File: src/rtl/elevator_dispatch.sv
// Single-car request scheduler: merges car/hall requests, picks SCAN targets,
// hands them to the motion block and times the door dwell. Optional door hold: DOOR_HOLD_EN.
module elevator_dispatch #(
  parameter int NUM_FLOORS   = 8,
  parameter int FLOOR_W      = 3,
  parameter int DWELL_CYCLES = 16,
  parameter int DWELL_W      = 5
) (
  input  logic                  i_clk,
  input  logic                  i_rst,
  input  logic [NUM_FLOORS-1:0] i_car_req,
  input  logic [NUM_FLOORS-1:0] i_hall_req,
  input  logic [FLOOR_W-1:0]    i_car_floor,
  input  logic                  i_car_arrived,
  input  logic                  i_target_ready,
`ifdef DOOR_HOLD_EN
  input  logic                  i_door_hold,
`endif
  output logic [FLOOR_W-1:0]    o_target_floor,
  output logic                  o_target_valid,
  output logic                  o_door_open,
  output logic                  o_dir_down,
  output logic [NUM_FLOORS-1:0] o_pending,
  output logic [1:0]            o_state
);

  typedef enum logic [1:0] {
    ST_IDLE     = 2'd0,
    ST_DISPATCH = 2'd1,
    ST_MOVING   = 2'd2,
    ST_DOOR     = 2'd3
  } state_t;

  localparam logic [DWELL_W-1:0] DWELL_LOAD = DWELL_W'(DWELL_CYCLES - 1);

  state_t                r_state;
  logic [NUM_FLOORS-1:0] r_pending;
  logic [FLOOR_W-1:0]    r_target;
  logic                  r_valid;
  logic                  r_door_open;
  logic                  r_dir_down;
  logic [DWELL_W-1:0]    r_dwell;

  logic [NUM_FLOORS-1:0] w_req;
  logic [NUM_FLOORS-1:0] w_floor_mask;
  logic [NUM_FLOORS-1:0] w_set;
  logic [NUM_FLOORS-1:0] w_clr;
  logic                  w_above_any;
  logic                  w_below_any;
  logic [FLOOR_W-1:0]    w_lowest_above;
  logic [FLOOR_W-1:0]    w_highest_below;
  logic [FLOOR_W-1:0]    w_sel_floor;
  logic                  w_sel_dir;
  logic                  w_idle_hit;
  logic                  w_arrive_hit;
  logic                  w_hold;
  logic                  w_door_reload;

  assign w_req        = i_car_req | i_hall_req;
  assign w_floor_mask = NUM_FLOORS'(1) << i_car_floor;
  assign w_idle_hit   = r_pending[i_car_floor];
  assign w_arrive_hit = i_car_arrived && (i_car_floor == r_target);

`ifdef DOOR_HOLD_EN
  assign w_hold = i_door_hold;
`else
  assign w_hold = 1'b0;
`endif

  // Nearest pending floor above and below the car, then SCAN choice.
  always_comb begin
    w_above_any     = 1'b0;
    w_below_any     = 1'b0;
    w_lowest_above  = '0;
    w_highest_below = '0;
    for (int i = NUM_FLOORS - 1; i >= 0; i--) begin
      w_lowest_above = (r_pending[i] && (FLOOR_W'(i) > i_car_floor)) ? FLOOR_W'(i) : w_lowest_above;
      w_above_any    = w_above_any | (r_pending[i] && (FLOOR_W'(i) > i_car_floor));
    end
    for (int i = 0; i < NUM_FLOORS; i++) begin
      w_highest_below = (r_pending[i] && (FLOOR_W'(i) < i_car_floor)) ? FLOOR_W'(i) : w_highest_below;
      w_below_any     = w_below_any | (r_pending[i] && (FLOOR_W'(i) < i_car_floor));
    end
    w_sel_floor = i_car_floor;
    w_sel_dir   = r_dir_down;
    if (!r_dir_down) begin
      if (w_above_any) begin
        w_sel_floor = w_lowest_above;
        w_sel_dir   = 1'b0;
      end else if (w_below_any) begin
        w_sel_floor = w_highest_below;
        w_sel_dir   = 1'b1;
      end else begin
        w_sel_floor = i_car_floor;
        w_sel_dir   = r_dir_down;
      end
    end else begin
      if (w_below_any) begin
        w_sel_floor = w_highest_below;
        w_sel_dir   = 1'b1;
      end else if (w_above_any) begin
        w_sel_floor = w_lowest_above;
        w_sel_dir   = 1'b0;
      end else begin
        w_sel_floor = i_car_floor;
        w_sel_dir   = r_dir_down;
      end
    end
  end

  // Pending set/clear masks; a request for the open-door floor is swallowed and restarts the dwell.
  always_comb begin
    w_set         = w_req;
    w_clr         = '0;
    w_door_reload = 1'b0;
    case (r_state)
      ST_IDLE: begin
        if (w_idle_hit) begin
          w_clr = w_floor_mask;
        end else begin
          w_clr = '0;
        end
      end
      ST_MOVING: begin
        if (w_arrive_hit) begin
          w_clr = NUM_FLOORS'(1) << r_target;
        end else begin
          w_clr = '0;
        end
      end
      ST_DOOR: begin
        w_set         = w_req & ~w_floor_mask;
        w_door_reload = (|(w_req & w_floor_mask)) | w_hold;
      end
      default: begin
        w_set = w_req;
      end
    endcase
  end

  // Dispatch FSM with registered outputs and pending bitmap.
  always_ff @(posedge i_clk) begin
    if (i_rst) begin
      r_state     <= ST_IDLE;
      r_pending   <= '0;
      r_target    <= '0;
      r_valid     <= 1'b0;
      r_door_open <= 1'b0;
      r_dir_down  <= 1'b0;
      r_dwell     <= '0;
    end else begin
      r_pending <= (r_pending | w_set) & ~w_clr;
      case (r_state)
        ST_IDLE: begin
          if (w_idle_hit) begin
            r_state     <= ST_DOOR;
            r_door_open <= 1'b1;
            r_dwell     <= DWELL_LOAD;
          end else if (|r_pending) begin
            r_state    <= ST_DISPATCH;
            r_target   <= w_sel_floor;
            r_dir_down <= w_sel_dir;
            r_valid    <= 1'b1;
          end
        end
        ST_DISPATCH: begin
          if (i_target_ready) begin
            r_state <= ST_MOVING;
            r_valid <= 1'b0;
          end
        end
        ST_MOVING: begin
          if (w_arrive_hit) begin
            r_state     <= ST_DOOR;
            r_door_open <= 1'b1;
            r_dwell     <= DWELL_LOAD;
          end
        end
        ST_DOOR: begin
          if (w_door_reload) begin
            r_dwell <= DWELL_LOAD;
          end else if (r_dwell == '0) begin
            r_state     <= ST_IDLE;
            r_door_open <= 1'b0;
          end else begin
            r_dwell <= r_dwell - DWELL_W'(1);
          end
        end
        default: begin
          r_state <= ST_IDLE;
        end
      endcase
    end
  end

  assign o_target_floor = r_target;
  assign o_target_valid = r_valid;
  assign o_door_open    = r_door_open;
  assign o_dir_down     = r_dir_down;
  assign o_pending      = r_pending;
  assign o_state        = r_state;

endmodule
File: config.mk
export PLATFORM = sky130hd
export DESIGN_NAME = elevator_dispatch
export DESIGN_NICKNAME = d
export VERILOG_FILES = /design/src/rtl/elevator_dispatch.sv
export SDC_FILE = /design/constraint.sdc
export NUM_CORES = 1
export LEC_CHECK = 0
export CAP_MARGIN = 15
export CORE_MARGIN = 8
export CORE_UTILIZATION = 30
export CTS_BUF_LIST = sky130_fd_sc_hd__clkbuf_8
export DETAILED_ROUTE_END_ITERATION = 8
export PLACE_DENSITY = 0.53
export SYNTH_ARGS = -nofsm -noshare
export SYNTH_HDL_FRONTEND = slang
export SYNTH_SLANG_ARGS = --single-unit
File: constraint.sdc
create_clock -name i_clk -period 5.5 [get_ports i_clk]
set_input_delay 1.375 -clock i_clk [delete_from_list [all_inputs] [get_ports i_clk]]
set_output_delay 1.375 -clock i_clk [all_outputs]
set_load 0.02 [all_outputs]
==> results of run 1 <==
## cell type report
| type | count | area (um^2) | area share (%) |
|---|---|---|---|
| Timing Repair Buffer | 39 | 388 | 16.9 |
| Tap cell | 75 | 93.8 | 4.09 |
| Clock inverter | 1 | 5.00 | 0.218 |
| Inverter | 14 | 52.6 | 2.29 |
| Sequential cell | 21 | 420 | 18.3 |
| Multi-Input combinational cell | 209 | 1290 | 56.4 |
| Clock buffer | 3 | 41.3 | 1.80 |
## logic make-up (layout without fill, tap and decap cells)
kind of cell    count (synthesis)  after routing  share of synthesized area, %
simple gates                  105            105                          29.4
compound gates                 90             90                          32.0
buf+inv                        28             57                          6.73
flops                          21             21                          22.9
fa+ha+maj                       7              7                          4.76
mux                             4              4                          2.86
xor+xnor                        3              3                          1.43
## registers in the layout, summed over array words and instances, names as in the netlist
register	flops
o_pending	8
r_dwell	5
o_target_floor	3
o_state	2
o_dir_down	1
o_door_open	1
o_target_valid	1
## worst max path at each step
stage	from	end	slack, ps	depth (start not counted)
2_1_floorplan	i_car_floor[0]	o_door_open	2520	6
5_1_grt	i_car_floor[0]	o_state[1]	1280	7
3_5_place_dp	i_car_floor[0]	o_state[1]	1220	7
4_1_cts	i_car_floor[0]	o_state[1]	1480	7
6_report	i_car_floor[0]	o_state[1]	1480	7
3_3_place_gp	i_car_floor[0]	o_state[1]	1250	7
## layer usage
metal / GRT usage [%] / wire [um] / vias to the layer above
met5: 0 / 0 / -
met4: 3.04 / 38 / 0
met3: 2.88 / 306 / 4
met2: 25.1 / 2970 / 54
met1: 17.1 / 2660 / 960
li1: - / - / 1009
## power by group
| part | total (W) | switching (W) | internal [W] |
|---|---|---|---|
| Combinational | 0.000453 | 0.000249 | 0.000203 |
| Sequential | 0.000258 | 0.0000621 | 0.000196 |
| Clock | 0.000104 | 0.0000539 | 0.0000506 |
| Total | 0.000815 | 0.000365 | 0.000450 |
## metrics by stage
stage,utilization (%),area [um^2],total power (W)
final,38.8,2300,0.000815
after CTS,38.8,2300,0.000821
after detailed placement,38.0,2250,0.000712
after global placement,38.0,2250,0.000713
after floorplan,-,1840,0.000560
after global routing,38.8,2300,0.000890
## layout by cell type (no fill, tap or decap), types with 4 or more instances in the layout
master and instances:
clkdlybuf4s50_1 38, nand2_1 16, ha_1 7, nor2_1 41, nor3_1 8, o22ai_1 4, a21oi_1 20, dfxtp_1 21
a31oi_1 10, inv_1 14, nand2b_1 6, o21ai_0 22, nor2b_1 8, a211oi_1 7, o32ai_1 5, o22a_1 4
## worst max-delay path: cells and delay by family
kind / cells / cell delay, ps
AND/OR/NAND/NOR: 3 / 1230
buffers and inverters: 1 / 1160
AO/OA/AOI/OAI: 3 / 430
==> results.md, run 1 <==
- Outcome: complete, no violations
- Synthesized flop and latch total: 21
- Vias post-DR: 2027
- Slew Viols, Final: 0
- Reg2reg start: o_pending[5]
- Worst-Skew Late Latency: 260 ps
- Post-Layout Cell Count: 362
- Cell taking the most area after synthesis: dfxtp_1
- Synth Instances: 258
- Min-delay src: r_dwell[0]
- Maximum clock path buffer count: 2
- CTS Root Cell: clkbuf_8
- Reg-to-Reg End: o_door_open
- Area share of the largest cell type after synthesis: 22.9%
- Initial antenna violation count: 0
- Ratio of cells with drive above 1 in the final layout: 5.23%
- Top cells by area, synth: dfxtp_1 23%, nor2_1 8.4%, o21ai_0 6.0%
- Crit end category: flop
- Slowest-stage cell, CP: clkdlybuf4s50_1
- P&R area growth vs syn: 24.8%
- Nets: 318
- Pwr dens: 355 mW/mm^2
- Clock Skew: 5.84 ps
- Die area: 0.00889 mm^2
- Vias in the first global route: 1994
- CP cell instances: clkdlybuf4s50_1 > or3b_2 > o32ai_1 > nor4_4 > a21oi_1 > or4_1 > a21oi_1
- Crit path DAT: 4200 ps
- Critical Path Start Type: input port
- Post-CTS Hold Fix Bufs: 0
- Syn Nets: 288
- Largest net degree at the start of global routing: 33
- Hold Vio Cnt, Final: 0
- Final HPWL DP: 4520 um
- Die span in y: 94.3 um
- DRT Pass-1 Iters: 4
- Post_cts resized: 0
- Cell mode on critical path: a21oi_1
- Unique cell type count in the Yosys netlist: 52
- I/O pins: 39
- Count leader, synth: nor2_1
- Max Clock Freq: 249 MHz
- Worst Reg-to-Reg Cells: 5
- Finish-stage setup viols: 0
- N_diodes: 0
- Sequential fraction of the synthesis area: 22.9%
- Final setup TNS: 0 ps
- Total grt overflow: 0
- GP Congestion: 0.827
- All-Layer GR Usage: 14.2%
- Initial Utilization: 31.1%
- CTS H-tree depth: 1
- Postcts setup bufs: 0
- Final ANT Viol Nets: 0
- Max VDD drop: 185 uV
- Place WS: 1220 ps
- Vias per inst: 5.60
- DRC errors left: 0
- Async S/R FF share, synth: 0%
- Global-route wire length before repair: 10200 um
- Worst endpoint required time: 5680 ps
- Number of DRC markers in iteration 0: 173
- Reg2Reg Setup Slack: 3290 ps
- Hold depth: 1
- CP Class: input port to flop
- Avg Synthesized Cell Area: 7.13 um^2
- Port Buffers: 38
- Final wirelength: 5970 um
- Fill cell count: 642
- Rel. slew slack: 30.0%
- Worst hold path class: flop to flop
- Final setup margin: 1480 ps
- Number of synthesis warnings: 0
- Leak: 0.835 nW
- Core region area: 0.00592 mm^2
- Die Span X: 94.3 um
- RSZ-0062 raised after global routing: no
- Worst-path clk slew: 80 ps
- Mapped Area: 0.00184 mm^2
- CTS tree: done
- Hold slack: 484 ps
- CP Max Fanout: 32
- Post-synth top cells: 41 x nor2_1, 22 x o21ai_0, 21 x dfxtp_1
- Worst path max stage delay: 1160 ps
- Rows: 28
- Max-Cap Viols: 0
- CTS Sinks: 21
- Hold Path Sink: r_dwell[0]
- Routed wire length per instance: 16.5 um
- Actual slew at the worst max-slew pin: 1050 ps
- Tmin final: 4020 ps
- Final Cycle Share: 73.1%
- Placed instance count: 358
- Number of synthesized flops with an enable pin: 0
- Num CTS Buffers: 3
- Prevailing post-synth register cell: dfxtp_1
No activity file was read; power rests on OpenSTA's default activity.
==> inputs of run 2 (changes only) <==
==> constraint.sdc (replaced) <==
create_clock -name i_clk -period 3.7 [get_ports i_clk]
set_input_delay 0.925 -clock i_clk [delete_from_list [all_inputs] [get_ports i_clk]]
set_output_delay 0.925 -clock i_clk [all_outputs]
set_load 0.02 [all_outputs]
==> results.md, run 2 (synthesis results as in run 1) <==
- Actual slew at the worst max-slew pin: 725 ps
- Leak: 0.859 nW
- Combinational share of power: 55.5%
- Most common cell after layout, fill and taps aside: nor2_1
- Internal: 0.000672 W
- RSZ-0062 raised after global routing: no
- Net switching power: 0.000550 W
- Routed wire length per instance: 16.3 um
- CTS Sinks: 21
- CP Class: input port to flop
- Port Buffers: 38
- Die Span X: 94.3 um
- CP cell instances: clkdlybuf4s50_1 > or3b_2 > o32ai_1 > nor4_4 > a21oi_1 > or4_1 > a21oi_1
- Commonest non-fill, non-tap cells in the layout: 41 x nor2_1, 38 x clkdlybuf4s50_1, 22 x o21ai_0
- Utilization after layout: 39.4%
- Worst-Skew Late Latency: 270 ps
- Outcome: complete, no violations
- Ratio of cells with drive above 1 in the final layout: 6.85%
- Switch share: 45.0%
- Cell mode on critical path: a21oi_1
- Die area: 0.00889 mm^2
- Top delay family on crit path: simple AND/OR/NAND/NOR gates
- Final Cycle Share: 84.7%
- Final setup TNS: 0 ps
- Worst endpoint required time: 3910 ps
- Hold Vio Cnt, Final: 0
- Initial antenna violation count: 0
- Final HPWL DP: 4630 um
- Tmin final: 3130 ps
- Fill cell count: 621
- Slowest-stage cell, CP: clkdlybuf4s50_1
- Final ANT Viol Nets: 0
- CTS H-tree depth: 1
- Max Clock Freq: 319 MHz
- Worst path max stage delay: 770 ps
- I/O pins: 39
- CTS tree: done
- Final Power: 0.00122 W
- DRC errors left: 0
- Cell area after layout: 0.00233 mm^2
- Post_cts resized: 0
- Pwr dens: 523 mW/mm^2
- Global-route wire length before repair: 9980 um
- Worst-path clk slew: 90 ps
- Multi-input gate area: 0.00129 mm^2
- Final wirelength: 5980 um
- Finish-stage setup viols: 0
- Worst hold path class: flop to flop
- DRT Pass-1 Iters: 4
- Postcts setup bufs: 0
- Rel. slew slack: 51.0%
- Vias post-DR: 1998
- Rows: 28
- Vias per inst: 5.44
- Clock Skew: 9.21 ps
- N_diodes: 0
- Max VDD drop: 269 uV
- Die span in y: 94.3 um
- Num CTS Buffers: 3
- Vias in the first global route: 2003
- CP Max Fanout: 15
- Core region area: 0.00592 mm^2
- Sequential Power Share: 31.3%
- Slew Viols, Final: 0
- Seq. cell area: 420 um^2
- All-Layer GR Usage: 13.8%
- P&R area growth vs syn: 26.9%
- Crit path DAT: 3340 ps
- WP buf/inv: 1
- Max-Cap Viols: 0
- GP Congestion: 0.852
- Crit end category: flop
- Post-CTS Hold Fix Bufs: 0
- Nets: 323
- Number of DRC markers in iteration 0: 105
- Largest net degree at the start of global routing: 19
- Clock Power Share: 13.1%
- Dpl cell area: 0.00229 mm^2
- Critical Path Start Type: input port
- Maximum clock path buffer count: 2
- Total grt overflow: 0
- CTS Root Cell: clkbuf_8
- Largest register FFs: 8
- Initial Utilization: 31.1%
[run 2: changes by cell type in the layout (fill, tap and decap cells not counted)]
cell,change
buf_4,+5
[run 2: through the flow]
step                      setup slack [ps]  cells  hold WS [ps]
after floorplan                       1170    258           431
after global placement                 358    363           458
after detailed placement               325    363           471
after CTS                              600    367           489
after global routing                   344    367           499
final                                  566    367           491
[run 2: final timing paths]
path	start	cells after the start	slack [ps]	endpoint
max	i_car_floor[0]	7	570	o_state[1]
min	r_dwell[0]	1	490	r_dwell[0]
min reg2reg	r_dwell[0]	1	490	r_dwell[0]
max reg2reg	o_pending[4]	5	1510	o_door_open
[run 2: layout make-up]
cell class              instances  area share [%]
flip-flops and latches         21            18.0
clock buffers                   3            1.77
multi-input cells             209            55.5
clock inverters                 1           0.214
repair buffers                 44            18.2
inverters                      14            2.25
well taps                      75            4.02
[run 2: per-layer routing]
layer	vias to the layer above	wire length (um)	part of all wire [%]	global-route usage (%)
li1	1022	-	-	-
met1	932	2770	46	17.0
met2	40	2890	48	24.3
met3	4	273	4.6	2.48
met4	0	43	0.72	2.38
met5	-	0	0	0
[run 2: power by group through the flow]
stage               sequential (W)  combinational (W)  clock, W
floorplan                 0.000409           0.000423         0
global placement          0.000391           0.000674         0
detailed placement        0.000389           0.000676         0
CTS                       0.000384           0.000679  0.000165
global route              0.000397           0.000754  0.000169
finish                    0.000382           0.000678  0.000161
==> RTL change (flow settings as in run 2) <==
Build with the macro `DOOR_HOLD_EN` defined.
--- a/src/rtl/elevator_dispatch.sv
+++ b/src/rtl/elevator_dispatch.sv
@@ -1,4 +1,6 @@
 // Single-car request scheduler: merges car/hall requests, picks SCAN targets,
 // hands them to the motion block and times the door dwell. Optional door hold: DOOR_HOLD_EN.
+`define DOOR_HOLD_EN
+
 module elevator_dispatch #(
   parameter int NUM_FLOORS   = 8,
Ports: changed (added i_door_hold); port bits go from 39 to 40. The function was not compared with the original's and may differ.
==> RTL change against run 2 <==
Sequential cell count did not move. Synthesized area increased by 3.7%. Wire length fell by 0.70%. Power fell by 3.1%. Worst hold slack lost 0.015 ns. Setup slack better by 0.12 ns. Cell count decreased by 0.82%. Sequential share of layout area shrank 0.19 points. Final area is 1.1% higher. Critical endpoint is now r_dwell[1]. Largest power group unchanged.
==> RTL change: results (changes against run 2) <==
| Metric | Value |
|---|---|
| Clock Latency Late Sink | `0.27 ns (about the same)` |
| Inserted Clock Buffers | `3 (unchanged)` |
| Synth cell count leaders | `nor2_1 (27), dfxtp_1 (21), nand2_1 (19)` |
| Synth warn | `0 (unchanged)` |
| Pin count of the biggest net entering global routing | `38 (+19)` |
| Root Buffer | `clkbuf_8` |
| Post-CTS setup buffer count | `0 (unchanged)` |
| Mux share of post-synthesis cell area | `1.57% (-1.3 points)` |
| Fraction of layout cells with a size suffix above 1 | `7.32% (+0.47 points)` |
| WP data arrival | `3.18 ns (-0.16 ns)` |
| Leak Pwr | `0.846 nW (-1.5%)` |
| Tot Pwr | `1.18 mW (-3.1%)` |
| Filler cells | `667 (+7.4%)` |
| FFs w/ async S/R, synth | `0% (unchanged)` |
| H-tree Lvls | `1 (unchanged)` |
| Net count, final | `319 (-1.2%)` |
| Vias/cell | `5.49 (+0.82%)` |
| Initial antenna violation count | `0 (unchanged)` |
| Vias in the first global route | `1,990 (-0.65%)` |
| Netlist cell types | `62 (+19%)` |
| Clk power | `0.160 mW` |
| Iteration-0 DRC Markers | `101 (-3.8%)` |
| Hold Crit Depth | `2 (+1)` |
| Reg2reg path depth | `8 (+3)` |
| HP Class | `flip-flop to flip-flop` |
| Clk slew on worst S/H paths | `0.09 ns (about the same)` |
| Comb power frac | `54.8% (-0.7 points)` |
| Post-synthesis sequential area ratio | `22.0% (-0.81 points)` |
| Synth area leaders | `dfxtp_1 (22%), nor2_1 (5.3%), a21oi_1 (4.7%), ha_1 (4.6%), nor2b_1 (3.9%)` |
| First-pass GRT wire length | `10,000 µm (+0.34%)` |
| Clock Skew | `0.00193 ns (-0.00728 ns)` |
| Sw Pwr | `0.533 mW (-3.1%)` |
| Syn nets | `287 (-0.35%)` |
| Status | `completed` |
| Residual DRC | `0 (unchanged)` |
| I/O Buffers | `39 (+2.6%)` |
| Rel. slew slack | `31.2% (-20 points)` |
| Peak supply drop | `0.284 mV (+5.7%)` |
| Max reg flops | `8 (unchanged)` |
| Adder-cell share of the synthesized area | `4.59% (-0.17 points)` |
| Post-cts resize count | `0 (unchanged)` |
| DRT Wirelength | `5940 µm (-0.70%)` |
| CTS Buffer Depth | `2 (unchanged)` |
| Placer Congestion | `0.809 (-5.0%)` |
| Placed cell area | `0.00231 mm² (+1.1%)` |
| Initial DRT Pass Iterations | `4 (unchanged)` |
| Synth Area in Compound Gates | `33.4% (+1.4 points)` |
| N_diodes | `0 (unchanged)` |
| XOR/XNOR share of the synthesized area | `1.38% (-0.051 points)` |
| Crit-path max FO | `27 (+12)` |
| Post-DP HPWL | `4430 µm (-4.2%)` |
| GRT Util Overall | `13.4% (-0.41 points)` |
## RTL change: cell types whose count changed after synthesis, moves of 5 or more
cell	run 2	this run
buf_6	1	6
nand3_1	3	14
nor2_1	41	27
o21ai_0	22	11
## RTL change: metrics by stage
stage	hold WS [ns]	utilization, %	std cells	setup slack (ns)
detailed placement	0.458	37.0	360	0.406
floorplan	0.441	-	256	1.32
CTS	0.483	37.8	364	0.691
global placement	0.457	37.0	360	0.479
finish	0.476	37.8	364	0.688
global route	0.500	37.8	364	0.545
## RTL change: area by class of cell
class / count / area (µm²) / share of cell area, %
clock buffer: 3 / 41.3 / 1.75
clock inverter: 1 / 5.00 / 0.212
inverter: 15 / 56.3 / 2.39
multi-input combinational: 203 / 1300 / 55.1
sequential: 21 / 420 / 17.8
tap: 77 / 96.3 / 4.08
timing repair buffer: 44 / 440 / 18.7
## RTL change: logic make-up after synthesis
kind of cell | count (synthesis)
AOI/OAI and AO/OA | 88
xor gates and xnor gates | 3
adders and majority gates | 7
buffers and inverters | 32
DFF | 21
muxes | 3
and+or+nand+nor | 102
## RTL change: per-layer routing
layer	wire, µm	GRT usage (%)	part of all wire (%)
met5	0	0	0
met1	2740	17.1	46
met3	259	1.64	4.4
met2	2890	23.0	49
met4	44	3.59	0.74
## RTL change: critical path, cell delays in order
cell	delay, ns
clkdlybuf4s50_1	0.47
buf_4	0.29
nor3_1	0.10
nor2b_1	0.14
nor4_1	0.49
and2_1	0.36
a21boi_1	0.13
o211a_1	0.26
## RTL change: path summary, 6_finish.rpt
check	from	slack, ns	endpoint
max reg2reg	r_dwell[0]	1.53	r_dwell[3]
min reg2reg	o_target_valid	0.48	o_target_valid
min	o_target_valid	0.48	o_target_valid
max	i_car_floor[0]	0.69	r_dwell[1]
